[config.mk]
export PLATFORM = sky130hd
export DESIGN_NAME = serial_addsub
export DESIGN_NICKNAME = d
export VERILOG_FILES = /design/src/rtl/serial_addsub_pkg.sv /design/src/rtl/addsub_digit.sv /design/src/rtl/serial_addsub.sv
export SDC_FILE = /design/constraint.sdc
export NUM_CORES = 1
export LEC_CHECK = 0
export ABC_AREA = 1
export ABC_CLOCK_PERIOD_IN_PS = 2310
export BUFFER_PORTS_ARGS = -buffer_cell sky130_fd_sc_hd__buf_2
export CORE_UTILIZATION = 50
export CTS_BUF_LIST = sky130_fd_sc_hd__clkbuf_4 sky130_fd_sc_hd__clkbuf_8 sky130_fd_sc_hd__clkbuf_16
export CTS_CLUSTER_SIZE = 14
export DETAILED_ROUTE_END_ITERATION = 6
export GPL_ROUTABILITY_DRIVEN = 0
export PLACE_DENSITY = 0.73
export REMOVE_ABC_BUFFERS = 1
export SKIP_CTS_REPAIR_TIMING = 1
export SYNTH_ARGS = -nofsm -noshare
export SYNTH_HDL_FRONTEND = slang
export SYNTH_SLANG_ARGS = --single-unit
[constraint.sdc]
create_clock -name clk -period 2.31 [get_ports clk]
set_input_delay 0.462 -clock clk [delete_from_list [all_inputs] [get_ports clk]]
set_output_delay 0.462 -clock clk [all_outputs]
set_load 0.1 [all_outputs]
[src/rtl/serial_addsub_pkg.sv]
// Shared types and helpers for the digit-serial adder/subtractor.
package serial_addsub_pkg;

  typedef enum logic [1:0] {
    IDLE,
    RUN,
    DONE
  } state_t;

  // One extra bit so that a single-digit configuration still gets a 1-bit counter.
  function automatic int unsigned cnt_width(input int unsigned ndig);
    return $clog2(ndig) + 1;
  endfunction

endpackage

[src/rtl/addsub_digit.sv]
// DIGIT-wide ripple slice of 1-bit full adders; also exposes the carry into its top bit.
module addsub_digit #(
  parameter int unsigned DIGIT = 1
) (
  input  logic [DIGIT-1:0] x,
  input  logic [DIGIT-1:0] y,
  input  logic             cin,
  output logic [DIGIT-1:0] s,
  output logic             cout,
  output logic             c_msb
);

  logic c;

  always_comb begin
    s     = '0;
    c     = cin;
    c_msb = cin;
    for (int i = 0; i < int'(DIGIT); i++) begin
      c_msb = c;
      s[i]  = x[i] ^ y[i] ^ c;
      c     = (x[i] & y[i]) | (c & (x[i] ^ y[i]));
    end
    cout = c;
  end

endmodule

[src/rtl/serial_addsub.sv]
// Multi-cycle adder/subtractor: DIGIT bits per clock, LSB first, through a registered carry.
module serial_addsub
  import serial_addsub_pkg::*;
#(
  parameter int unsigned WIDTH = 8,
  parameter int unsigned DIGIT = 1
) (
  input  logic             clk,
  input  logic             rst_n,
  input  logic             start,
  input  logic             sub,
  input  logic [WIDTH-1:0] a,
  input  logic [WIDTH-1:0] b,
  output logic             busy,
  output logic             done,
  output logic [WIDTH-1:0] result,
  output logic             cout,
  output logic             ovf
);

  localparam int unsigned NDIG = WIDTH / DIGIT;
  localparam int unsigned CW   = cnt_width(NDIG);

  state_t           state;
  logic [WIDTH-1:0] op_a;
  logic [WIDTH-1:0] op_b;
  logic [WIDTH-1:0] acc;
  logic             carry;
  logic [CW-1:0]    cnt;

  logic [DIGIT-1:0] slice_s;
  logic             slice_cout;
  logic             slice_cmsb;
  logic [WIDTH-1:0] acc_next;

  addsub_digit #(
    .DIGIT(DIGIT)
  ) u_digit (
    .x    (op_a[DIGIT-1:0]),
    .y    (op_b[DIGIT-1:0]),
    .cin  (carry),
    .s    (slice_s),
    .cout (slice_cout),
    .c_msb(slice_cmsb)
  );

  // New digit enters at the top; after NDIG shifts the LSB digit sits at bit 0.
  assign acc_next = WIDTH'({slice_s, acc} >> DIGIT);

  always_ff @(posedge clk) begin
    if (!rst_n) begin
      state  <= IDLE;
      op_a   <= '0;
      op_b   <= '0;
      acc    <= '0;
      carry  <= 1'b0;
      cnt    <= '0;
      busy   <= 1'b0;
      done   <= 1'b0;
      result <= '0;
      cout   <= 1'b0;
      ovf    <= 1'b0;
    end else begin
      done <= 1'b0;
      case (state)
        IDLE, DONE: begin
          if (start) begin
            state <= RUN;
            busy  <= 1'b1;
            op_a  <= a;
            op_b  <= sub ? ~b : b;
            carry <= sub;
            cnt   <= '0;
          end else begin
            state <= IDLE;
            busy  <= 1'b0;
          end
        end
        RUN: begin
          acc   <= acc_next;
          op_a  <= op_a >> DIGIT;
          op_b  <= op_b >> DIGIT;
          carry <= slice_cout;
          cnt   <= cnt + CW'(1);
          // Last digit: the slice's top-bit carry-in is the carry into the word MSB.
          if (cnt == CW'(NDIG - 1)) begin
            state  <= DONE;
            busy   <= 1'b0;
            done   <= 1'b1;
            result <= acc_next;
            cout   <= slice_cout;
            ovf    <= slice_cout ^ slice_cmsb;
          end
        end
        default: begin
          state <= IDLE;
          busy  <= 1'b0;
        end
      endcase
    end
  end

endmodule

==> key figures <==
Route
  • Pre-antenna DRT Iters: 4
  • Violation count after the first detailed-routing iteration: 68
  • Final ANT Viol Nets: 0
  • Via Count: 1615
  • Drc violations: 0
  • DR vias/cell: 4.79
  • DR WL/cell: 10.8 um
  • WL final: 3.63 mm

STA
  • Fmax: 576 MHz
  • Final setup TNS: 0 ns
  • Clock skew: 0.0110 ns
  • Slew HR: 0.578
  • Final slew viol count: 0
  • Final WS setup: 0.574 ns
  • Fin crit period: 1.74 ns
  • Worst Hold Slack: 0.350 ns
  • Tcrit/Tclk final: 0.752
  • Final Setup Violations: 0
  • RSZ-0062 raised after global routing: no
  • Measured slew at the worst slew-check pin: 0.632 ns
  • Fin. Hold Viols: 0

Yosys
  • Sequential area share after synthesis: 0.459
  • Synth Instances: 259
  • Count of cell types in the netlist: 17
  • Async S/R FF share, synth: 0
  • Synth area leader: dfxtp_1
  • Syn. warnings: 0
  • Avg Cell Area, Syn: 6.90 um^2
  • Post-synth top cells: nand2_1 (81), dfxtp_1 (41), inv_1 (36)
  • Number of flops mapped to enable cells by yosys: 0
  • Synth top area cells: dfxtp_1 (46%), nand2_1 (17%), nand3_1 (8.1%)
  • Ys flop type: dfxtp_1
  • Synthesized area: 1790 um^2
  • Post-synth top area share: 0.459
  • Top-count cell post-synth: nand2_1
  • Yosys reg bits: 41

Place
  • Placed Area: 1970 um^2
  • Pre-CTS WS: 0.761 ns
  • HPWL Detailed: 2.48 mm
  • Number of port buffers: 31

Global routing
  • Largest net degree at the start of global routing: 22
  • Antenna violations before repair: 0
  • Vias in the first global route: 1417
  • First-pass GRT wire length: 6.08 mm
  • Total Routing Usage GR: 0.223
  • Grt ovf: 0

Power
  • Total chip power: 1.45 mW
  • Pwr Density: 703 nW/um^2
  • VDD IR-drop max: 441 uV
  • Leak Pwr: 1.02 nW

Job
  • Max_cap viols: 0

Final layout
  • Sequential cell area: 821 um^2
  • Final Cell Area: 2060 um^2
  • Multi-input logic area: 757 um^2
  • Share of layout cells above drive strength 1: 0.172
  • P&R area growth vs syn: 15.3%
  • Post-layout nets: 312
  • Filler cell count: 321
  • Ant diodes: 0

Die
  • Width of the die: 61.8 um
  • Core Area: 3390 um^2
  • I/O Pins: 32
  • Die Y: 61.8 um
  • Rows: 21
  • Total die area: 3820 um^2
  • Initial Util: 0.527

Hold path
  • Hold Path Depth: 3
  • Hold endpoint: op_a[7]
  • Hold Startpoint: a[7]
  • Hold Path Class: in -> reg

Critical path
  • Startpoint Class: register
  • Reg-to-reg startpoint: state[0]
  • CP Max Fanout: 4
  • Worst setup path category: reg -> out
  • CP max stage delay: 0.47 ns
  • Arrival time at the worst endpoint: 1.27 ns
  • Kind of end point of the critical path: output pin
  • CP cell instances: buf_2
  • R2R Path End: cout
  • Critical Path RT: 1.85 ns
  • Worst path top cell family by delay: buffers and inverters
  • Crit-path slowest cell: buf_2
  • R2R depth: 4
  • Setup crit start: state[0]
  • Reg-to-reg slack, setup: 0.81 ns
  • WP buf/inv: 1

Run status
  • Status: completed

Clock tree
  • CTS buffer count: 5
  • Clock Path Buffers: 2
  • CTS tree: done
  • Worst-path clk slew: 0.13 ns
  • Htree depth: 2
  • Clk_lat worst skew: 0.36 ns
  • Sink Count: 41
  • Clock root buffer: clkbuf_4
## flip-flops by register name (all words and copies together), names as in the netlist, 2 cells and up
name	cells
acc	7
cnt	4
op_a	8
op_b	8
result	8
state	2
## per-stage QoR
stage / utilization / cells
global placement: 0.581 / 329
global route: 0.608 / 337
finish: 0.608 / 337
floorplan: - / 247
detailed placement: 0.581 / 329
CTS: 0.608 / 337
## report_power, final
part / switching, mW / internal, mW
Combinational: 0.120 / 0.0668
Clock: 0.240 / 0.257
Sequential: 0.0213 / 0.743
Total: 0.382 / 1.07
## worst max path at each step
stage,endpoint,slack [ns],cells after the start
after global routing,busy,0.53,1
after global placement,op_b[0],0.79,7
after CTS,busy,0.56,1
after floorplan,cout,0.15,4
after detailed placement,op_b[0],0.76,7
final,busy,0.57,1
## cells in the final DEF (no fill, tap or decap), types with 2 or more instances in the layout
cell / instances
nand2_1: 81
o21ai_0: 7
inv_1: 36
a21oi_1: 22
nor2_1: 11
buf_4: 5
nand3_1: 29
o21ai_1: 11
buf_2: 31
inv_2: 2
dfxtp_1: 41
clkbuf_4: 5
nor2_2: 3
## cell type report
cell class | count | area share
tap | 46 | 0.0279
inverter | 38 | 0.0693
multi-input combinational | 168 | 0.368
timing repair buffer | 36 | 0.0936
clock buffer | 6 | 0.0249
clock inverter | 2 | 0.0182
sequential | 41 | 0.399
## layer usage
layer	part of all wire	track usage
met2	0.47	0.352
met1	0.48	0.278
met4	0.015	0.108
met3	0.034	0.0683
met5	0	0
## logic make-up after synthesis
| group | synth area share |
|---|---|
| adder cells (fa/ha/maj) | 0.0182 |
| XOR/XNOR | 0.00490 |
| buffers and inverters | 0.117 |
| AND/OR/NAND/NOR | 0.289 |
| flip-flops | 0.459 |
| AO/OA/AOI/OAI | 0.112 |
No activity file was read; power rests on OpenSTA's default activity.
